### config.mk
export PLATFORM = sky130hd
export DESIGN_NAME = snr_level_monitor_flat
export DESIGN_NICKNAME = d
export VERILOG_FILES = /design/src/rtl/snr_monitor_pkg.sv /design/src/rtl/snr_level_monitor_if.sv /design/src/rtl/snr_level_monitor_peak_hold_decay.sv /design/src/rtl/snr_level_monitor.sv /design/src/flat_wrapper.sv
export SDC_FILE = /design/constraint.sdc
export NUM_CORES = 1
export LEC_CHECK = 0
export CORE_ASPECT_RATIO = 0.5
export CORE_UTILIZATION = 45
export CTS_CLUSTER_SIZE = 16
export DETAILED_ROUTE_END_ITERATION = 16
export SYNTH_ARGS = -nofsm -noshare
export SYNTH_HDL_FRONTEND = slang
export SYNTH_HIERARCHICAL = 1
export SYNTH_SLANG_ARGS = --single-unit
### constraint.sdc
create_clock -name clk -period 3.1 [get_ports clk]
set_input_delay 0.31 -clock clk [delete_from_list [all_inputs] [get_ports clk]]
set_output_delay 0.31 -clock clk [all_outputs]
set_load 0.005 [all_outputs]
### src/rtl/snr_monitor_pkg.sv
// Shared types and default constants for the SNR level monitor.
// Holds the level FSM state encoding and the counter sizing helper.
package snr_monitor_pkg;

  localparam int unsigned DEF_SNR_WIDTH      = 8;
  localparam int unsigned DEF_HI_DB          = 30;
  localparam int unsigned DEF_LO_DB          = 20;
  localparam int unsigned DEF_HOLD_SAMPLES   = 4800;
  localparam int unsigned DEF_WARMUP_SAMPLES = 4096;
  localparam int unsigned DEF_BAR_STEP       = 8;
  localparam int unsigned DEF_PEAK_DECAY     = 2400;
  localparam int unsigned BAR_SEGMENTS       = 8;
  localparam int unsigned STATE_W            = 3;

  typedef enum logic [STATE_W-1:0] {
    ST_WARMUP     = 3'd0,
    ST_QUIET      = 3'd1,
    ST_PEND_LOUD  = 3'd2,
    ST_LOUD       = 3'd3,
    ST_PEND_QUIET = 3'd4
  } level_state_e;

  // Counter width able to hold 0..n inclusive, never narrower than one bit.
  function automatic int unsigned cnt_width(input int unsigned n);
    return (n < 1) ? 1 : $clog2(n + 1);
  endfunction

endpackage

### src/rtl/snr_level_monitor_if.sv
// Valid/ready sample stream from the upstream SNR estimator.
interface snr_level_monitor_if #(
  parameter int unsigned SNR_WIDTH = snr_monitor_pkg::DEF_SNR_WIDTH
);

  logic [SNR_WIDTH-1:0] snr_db;
  logic                 snr_valid;
  logic                 snr_ready;

  modport master (output snr_db, output snr_valid, input  snr_ready);
  modport slave  (input  snr_db, input  snr_valid, output snr_ready);

endinterface

### src/rtl/snr_level_monitor_peak_hold_decay.sv
// Peak tracker: loads on a new maximum, otherwise decays 1 dB every
// PEAK_DECAY accepted samples, saturating at zero.
module peak_hold_decay
  import snr_monitor_pkg::*;
#(
  parameter int unsigned SNR_WIDTH  = DEF_SNR_WIDTH,
  parameter int unsigned PEAK_DECAY = DEF_PEAK_DECAY
) (
  input  logic                 clk,
  input  logic                 reset,
  input  logic                 accept,
  input  logic [SNR_WIDTH-1:0] sample,
  output logic [SNR_WIDTH-1:0] peak
);

  localparam int unsigned DEC_W = cnt_width(PEAK_DECAY);

  logic [DEC_W-1:0] dec_q;
  logic [DEC_W-1:0] dec_inc;

  assign dec_inc = dec_q + DEC_W'(1);

  // A new peak takes priority over a coincident decay tick.
  always_ff @(posedge clk) begin
    if (reset) begin
      peak  <= '0;
      dec_q <= '0;
    end else if (accept) begin
      if (sample > peak) begin
        peak  <= sample;
        dec_q <= '0;
      end else if (dec_inc >= DEC_W'(PEAK_DECAY)) begin
        dec_q <= '0;
        if (peak != '0) begin
          peak <= peak - SNR_WIDTH'(1);
        end
      end else begin
        dec_q <= dec_inc;
      end
    end
  end

endmodule

### src/rtl/snr_level_monitor.sv
// SNR level monitor: warm-up, hysteretic loud/quiet FSM with hold counts,
// thermometer bar of the current sample and a decaying peak readout.
module snr_level_monitor
  import snr_monitor_pkg::*;
#(
  parameter int unsigned SNR_WIDTH      = DEF_SNR_WIDTH,
  parameter int unsigned HI_DB          = DEF_HI_DB,
  parameter int unsigned LO_DB          = DEF_LO_DB,
  parameter int unsigned HOLD_SAMPLES   = DEF_HOLD_SAMPLES,
  parameter int unsigned WARMUP_SAMPLES = DEF_WARMUP_SAMPLES,
  parameter int unsigned BAR_STEP       = DEF_BAR_STEP,
  parameter int unsigned PEAK_DECAY     = DEF_PEAK_DECAY
) (
  input  logic                        clk,
  input  logic                        reset,
  snr_level_monitor_if.slave          snr,
  output logic [STATE_W-1:0]          level_state,
  output logic                        alarm,
  output logic                        alarm_rise,
  output logic [BAR_SEGMENTS-1:0]     bar_leds,
  output logic [SNR_WIDTH-1:0]        peak_db
);

  localparam int unsigned BW     = SNR_WIDTH + 4;
  localparam int unsigned HOLD_W = cnt_width(HOLD_SAMPLES);
  localparam int unsigned WARM_W = cnt_width(WARMUP_SAMPLES);
  localparam bit          HOLD_ONE = (HOLD_SAMPLES <= 1);

  level_state_e              state_q, state_d;
  logic [HOLD_W-1:0]         hold_q, hold_d, hold_inc;
  logic [WARM_W-1:0]         warm_q, warm_d, warm_inc;
  logic [SNR_WIDTH-1:0]      sample;
  logic [BW-1:0]             sample_ext;
  logic                      accept;
  logic                      is_loud;
  logic                      is_quiet;
  logic                      alarm_d;
  logic                      rise_d;
  logic [BAR_SEGMENTS-1:0]   bar_d;

  assign snr.snr_ready = ~reset;
  assign accept        = snr.snr_valid & ~reset;
  assign sample        = snr.snr_db;
  assign sample_ext    = BW'(sample);
  assign is_loud       = sample_ext >= BW'(HI_DB);
  assign is_quiet      = sample_ext <  BW'(LO_DB);
  assign hold_inc      = hold_q + HOLD_W'(1);
  assign warm_inc      = warm_q + WARM_W'(1);
  assign level_state   = state_q;

  // Next-state and counter updates; only an accepted sample advances anything.
  always_comb begin
    state_d = state_q;
    hold_d  = hold_q;
    warm_d  = warm_q;
    if (accept) begin
      unique case (state_q)
        ST_WARMUP: begin
          warm_d = warm_inc;
          if (warm_inc >= WARM_W'(WARMUP_SAMPLES)) begin
            state_d = ST_QUIET;
          end
        end
        ST_QUIET: begin
          if (is_loud) begin
            state_d = HOLD_ONE ? ST_LOUD : ST_PEND_LOUD;
            hold_d  = HOLD_ONE ? '0 : HOLD_W'(1);
          end
        end
        ST_PEND_LOUD: begin
          if (!is_loud) begin
            state_d = ST_QUIET;
            hold_d  = '0;
          end else if (hold_inc >= HOLD_W'(HOLD_SAMPLES)) begin
            state_d = ST_LOUD;
            hold_d  = '0;
          end else begin
            hold_d  = hold_inc;
          end
        end
        ST_LOUD: begin
          if (is_quiet) begin
            state_d = HOLD_ONE ? ST_QUIET : ST_PEND_QUIET;
            hold_d  = HOLD_ONE ? '0 : HOLD_W'(1);
          end
        end
        ST_PEND_QUIET: begin
          if (!is_quiet) begin
            state_d = ST_LOUD;
            hold_d  = '0;
          end else if (hold_inc >= HOLD_W'(HOLD_SAMPLES)) begin
            state_d = ST_QUIET;
            hold_d  = '0;
          end else begin
            hold_d  = hold_inc;
          end
        end
        default: begin
          state_d = ST_WARMUP;
          hold_d  = '0;
          warm_d  = '0;
        end
      endcase
    end
  end

  // Output values implied by the next state and the current sample.
  always_comb begin
    alarm_d = (state_d == ST_LOUD) || (state_d == ST_PEND_QUIET);
    rise_d  = (state_d == ST_LOUD) && (state_q != ST_LOUD);
    bar_d   = '0;
    for (int unsigned i = 0; i < BAR_SEGMENTS; i++) begin
      bar_d[i] = sample_ext >= BW'((i + 1) * BAR_STEP);
    end
  end

  always_ff @(posedge clk) begin
    if (reset) begin
      state_q    <= ST_WARMUP;
      hold_q     <= '0;
      warm_q     <= '0;
      alarm      <= 1'b0;
      alarm_rise <= 1'b0;
      bar_leds   <= '0;
    end else begin
      state_q <= state_d;
      hold_q  <= hold_d;
      warm_q  <= warm_d;
      if (accept) begin
        alarm      <= alarm_d;
        alarm_rise <= rise_d;
        bar_leds   <= bar_d;
      end else begin
        alarm_rise <= 1'b0;
      end
    end
  end

  peak_hold_decay #(
    .SNR_WIDTH  (SNR_WIDTH),
    .PEAK_DECAY (PEAK_DECAY)
  ) u_peak (
    .clk    (clk),
    .reset  (reset),
    .accept (accept),
    .sample (sample),
    .peak   (peak_db)
  );

endmodule

### src/flat_wrapper.sv
// flat-port wrapper written by rule: the top's interface ports become plain ports
module snr_level_monitor_flat import snr_monitor_pkg::*;
#(
  parameter int unsigned SNR_WIDTH      = DEF_SNR_WIDTH,
  parameter int unsigned HI_DB          = DEF_HI_DB,
  parameter int unsigned LO_DB          = DEF_LO_DB,
  parameter int unsigned HOLD_SAMPLES   = DEF_HOLD_SAMPLES,
  parameter int unsigned WARMUP_SAMPLES = DEF_WARMUP_SAMPLES,
  parameter int unsigned BAR_STEP       = DEF_BAR_STEP,
  parameter int unsigned PEAK_DECAY     = DEF_PEAK_DECAY
)
  (clk, reset, level_state, alarm, alarm_rise, bar_leds, peak_db, snr_snr_db, snr_snr_valid, snr_snr_ready);
  snr_level_monitor_if #(.SNR_WIDTH(SNR_WIDTH)) snr_i ();
  input  logic clk;
  input  logic reset;
  output logic [STATE_W-1:0] level_state;
  output logic alarm;
  output logic alarm_rise;
  output logic [BAR_SEGMENTS-1:0] bar_leds;
  output logic [SNR_WIDTH-1:0] peak_db;
  input wire logic [$bits(snr_i.snr_db)-1:0] snr_snr_db;
  input wire logic [$bits(snr_i.snr_valid)-1:0] snr_snr_valid;
  output wire logic [$bits(snr_i.snr_ready)-1:0] snr_snr_ready;
  assign snr_i.snr_db = snr_snr_db;
  assign snr_i.snr_valid = snr_snr_valid;
  assign snr_snr_ready = snr_i.snr_ready;
  snr_level_monitor #(.SNR_WIDTH(SNR_WIDTH), .HI_DB(HI_DB), .LO_DB(LO_DB), .HOLD_SAMPLES(HOLD_SAMPLES), .WARMUP_SAMPLES(WARMUP_SAMPLES), .BAR_STEP(BAR_STEP), .PEAK_DECAY(PEAK_DECAY)) u_core (.clk(clk), .reset(reset), .snr(snr_i), .level_state(level_state), .alarm(alarm), .alarm_rise(alarm_rise), .bar_leds(bar_leds), .peak_db(peak_db));
endmodule
==> results of run 1 <==
stage by stage:
| step | utilization [%] | setup slack (ns) | instance area [um^2] | cells |
|---|---|---|---|---|
| after floorplan | - | 0.764 | 3710 | 473 |
| after global placement | 53.7 | 0.328 | 4110 | 598 |
| after detailed placement | 53.7 | 0.216 | 4110 | 598 |
| after CTS | 57.9 | 0.361 | 4430 | 614 |
| after global routing | 57.9 | 0.133 | 4430 | 614 |
| final | 57.9 | 0.309 | 4430 | 614 |
placed cells by master (no fill, tap or decap), types with 11 or more instances in the layout:
cell	instances
sky130_fd_sc_hd__nor2_1	54
sky130_fd_sc_hd__o21ai_0	19
sky130_fd_sc_hd__ha_1	13
sky130_fd_sc_hd__clkdlybuf4s50_1	31
sky130_fd_sc_hd__nand4_1	11
sky130_fd_sc_hd__nand3_1	21
sky130_fd_sc_hd__nor3_1	15
sky130_fd_sc_hd__a21oi_1	33
sky130_fd_sc_hd__nand2_1	60
sky130_fd_sc_hd__a311oi_1	14
sky130_fd_sc_hd__inv_1	17
sky130_fd_sc_hd__dfxtp_1	59
layer usage:
layer	up-vias	global-route usage [%]	share of wire (%)
met1	1711	28.4	49
met3	8	4.85	4.2
met5	-	0	0
li1	1803	-	-
met2	76	38.1	46
met4	0	9.48	0.94
sequential cells by signal, indices dropped and copies added (netlist names):
signal               flops
u_core/alarm             1
u_core/alarm_rise        1
u_core/bar_leds          8
u_core/hold_q           13
u_core/level_state       3
u_core/u_peak/dec_q     12
u_core/u_peak/peak       8
u_core/warm_q           13
power by group through the flow:
stage / clock network [mW] / logic [mW] / registers, mW
5_1_grt: 1.12 / 0.323 / 0.800
3_3_place_gp: 0 / 0.284 / 0.812
3_5_place_dp: 0 / 0.289 / 0.813
6_report: 1.06 / 0.294 / 0.798
2_1_floorplan: 0 / 0.193 / 0.810
4_1_cts: 1.09 / 0.291 / 0.797
logic make-up (layout without fill, tap and decap cells):
logic type      after synthesis  in the layout  synth area share, %
buf+inv                      41             74                 4.63
flops                        59             59                 31.9
fa+ha+maj                    13             13                 4.39
xor+xnor                     12             12                 2.84
mux                           6              6                 1.65
simple gates                217            217                 29.7
compound gates              125            125                 24.9
worst max-delay path by stage:
stage,start,slack [ns],endpoint,cells after the start
final,u_core/hold_q[0],0.31,u_core/hold_q[11],10
after global routing,u_core/hold_q[0],0.13,u_core/hold_q[11],10
after CTS,u_core/hold_q[0],0.36,u_core/hold_q[6],10
after detailed placement,snr_snr_db[3],0.22,u_core/u_peak/peak[6],9
after global placement,snr_snr_db[3],0.33,u_core/u_peak/peak[6],9
after floorplan,u_core/hold_q[0],0.76,u_core/hold_q[11],10
final cells by class:
cell class,instances,share of cell area [%]
multi-input combinational,373,53.1
tap,108,3.05
clock buffer,10,5.17
inverter,18,1.52
sequential,59,26.7
timing repair buffer,40,8.47
clock inverter,6,2.03
critical path, delay by kind of cell (launching register included):
family / cells / cell delay, ns
AO/OA/AOI/OAI: 4 / 0.97
flip-flops: 1 / 0.36
AND/OR/NAND/NOR: 3 / 0.73
adder cells (fa/ha/maj): 1 / 0.29
buffers and inverters: 1 / 0.23
XOR/XNOR: 1 / 0.12
==> implementation parameters, run 1 <==
Parameter                              Value

Yosys
  Share of Yosys cell area claimed by the top area cell type ... 31.9%
  Most used flip-flop cell after synthesis ... sky130_fd_sc_hd__dfxtp_1
  Count of synthesis-stage warnings from yosys ... 6
  Synthesized area per cell ... 7.84 um^2
  Cell area after technology mapping ... between 0.003 and 0.004 mm^2
  Fraction of registers with async set/reset ... 0%
  Gate Count Post-Synth ... roughly 470
  Part of the Yosys area used for sequential elements ... 31.9%
  Number of different library cells in the post-synthesis netlist ... a little under 70
  Number of synthesized flops with an enable pin ... 0
  Syn_nets ... roughly 500
  Leading cell types by count after synthesis ... sky130_fd_sc_hd__nand2_1, sky130_fd_sc_hd__dfxtp_1, sky130_fd_sc_hd__nor2_1
  Dominant cells by area after synthesis ... sky130_fd_sc_hd__dfxtp_1, sky130_fd_sc_hd__nand2_1, sky130_fd_sc_hd__nor2_1
  Library cell with the highest instance count after synthesis ... sky130_fd_sc_hd__nand2_1
  Largest area contributor in the netlist ... sky130_fd_sc_hd__dfxtp_1
  Number of flip-flops and latches in the synthesized netlist ... 59

Global route
  Remaining global-route overflow ... 0
  Vias in the first global route ... approximately 3300
  Pin count of the biggest net entering global routing ... 54
  Global-route wire length before repair ... 15300 um
  GRT Total Usage ... a little under a quarter
  Antenna violations before repair ... 0

Floorplanning
  # rows ... 22
  Initial Utilization ... about half
  Horizontal extent of the die ... 130 um
  Core Region ... 0.00765 mm^2
  Total die area ... around 0.0086 mm^2
  I/O pin cnt ... 33
  Y dimension of the die ... 66.2 um

Clocking
  Worst-path clk slew ... around 0.060 ns
  Max clock buf depth ... 2
  Root Driver ... sky130_fd_sc_hd__clkbuf_16
  TritonCTS clock tree ... built
  Hold-fix buffers at CTS ... 0
  Total of cells resized after clock tree synthesis ... 0
  Setup Buffers After CTS ... 0
  Clock latency on the worst-skew pair ... between 0.3 and 0.4 ns
  Clock H-tree levels ... 3
  Number of buffers created by CTS ... 9
  Clock sink count ... 59

Worst setup path
  Crit-path max cell delay ... roughly 0.43 ns
  Slowest cell on the critical path ... sky130_fd_sc_hd__nor4b_1
  Kind of end point of the critical path ... flip-flop
  Startpoint of the worst register-to-register path ... u_core/hold_q[0]
  Worst R2R Path Depth ... 10
  Critical path class ... flip-flop to flip-flop
  Arrival @ worst endpoint ... 3.02 ns
  Reg2reg end ... u_core/hold_q[11]
  Crit path max fanout ... 22
  Cells along the critical path ... ha_1, nor4b_1, xor2_1, o211ai_1, a31oi_1, nand2_2, and2_1, buf_4, a41oi_1, a311oi_1
  Register-to-register setup slack ... between 0.3 and 0.4 ns
  Critical path required time ... roughly 3.3 ns
  Worst Setup Start Kind ... flip-flop

Layout
  Area growth, synth to finish ... 19.6%
  Area of the multi-input gates ... around 0.0024 mm^2
  Filler Cells Inserted ... 719
  Footprint of the flip-flops and latches ... between 0.001 and 0.0015 mm^2
  Number of antenna repair diodes ... 0
  Share of layout cells above drive strength 1 ... under 10%
  Layout net count ... between 500 and 600

Power
  Net switching power of the design ... about 550 uW
  Internal power ... approximately 1.6 mW
  Total power divided by cell area ... 486 mW/mm^2
  Switching portion of total power ... between 20% and 30%
  Share of power burned in registers ... between 30% and 40%
  Combinational power share ... between 10% and 20%
  Clock network power share ... 49.3%
  Pwr Total ... between 2 and 2.5 mW
  Leakage Power ... between 1.5 and 2 nW
  Worst VDD drop ... 0.289 mV

STA
  Actual transition at the worst max-transition pin ... approximately 0.74 ns
  Max Clock Skew ... 0.00689 ns
  Peak Freq ... around 0.36 GHz
  RSZ-0062 raised after global routing ... false
  Accumulated negative setup slack ... 0 ns
  Final period demand of the worst path ... about 2.8 ns
  Count of final max-slew check failures ... 0
  Crit share post-route ... approximately nine tenths
  Count of endpoints failing setup in the final report ... 0
  Remaining max-slew budget at the tightest pin ... 50.6%
  Final hold viol count ... 0
  Worst hold slack after final layout ... around 0.34 ns

Hold path
  Launch point of the worst hold path ... reset
  Cell depth of the worst hold path ... 4
  Worst hold path endpoint ... u_core/warm_q[12]
  Class of the most critical hold timing path ... primary input to flip-flop

Routing
  Total wire length after detailed routing ... about 9000 um
  Vias ... between 3000 and 4000
  DRC viols ... 0
  Final routed wire length divided by cell count ... 14.7 um
  Count of routing violations after the opening detailed-route iteration ... 213
  Number of search-and-repair iterations in the first detailed-routing pass ... 5
  Antenna viol nets, final ... 0
  Via density per instance ... 5.86

Run
  Maximum capacitance violations ... 0

Placed design
  Detailed placement HPWL ... between 6000 and 7000 um
  Number of I/O port buffers ... 32
  Placer congestion estimate ... 0.868

Run status
  Outcome ... complete, no violations
Power figures use the tool's default switching activity.
==> run 2: changes to the inputs <==
Settings changed: SLEW_MARGIN set to 30.
==> results of run 2 <==
No change in the layout: final DEF, timing and power equal those of run 1.
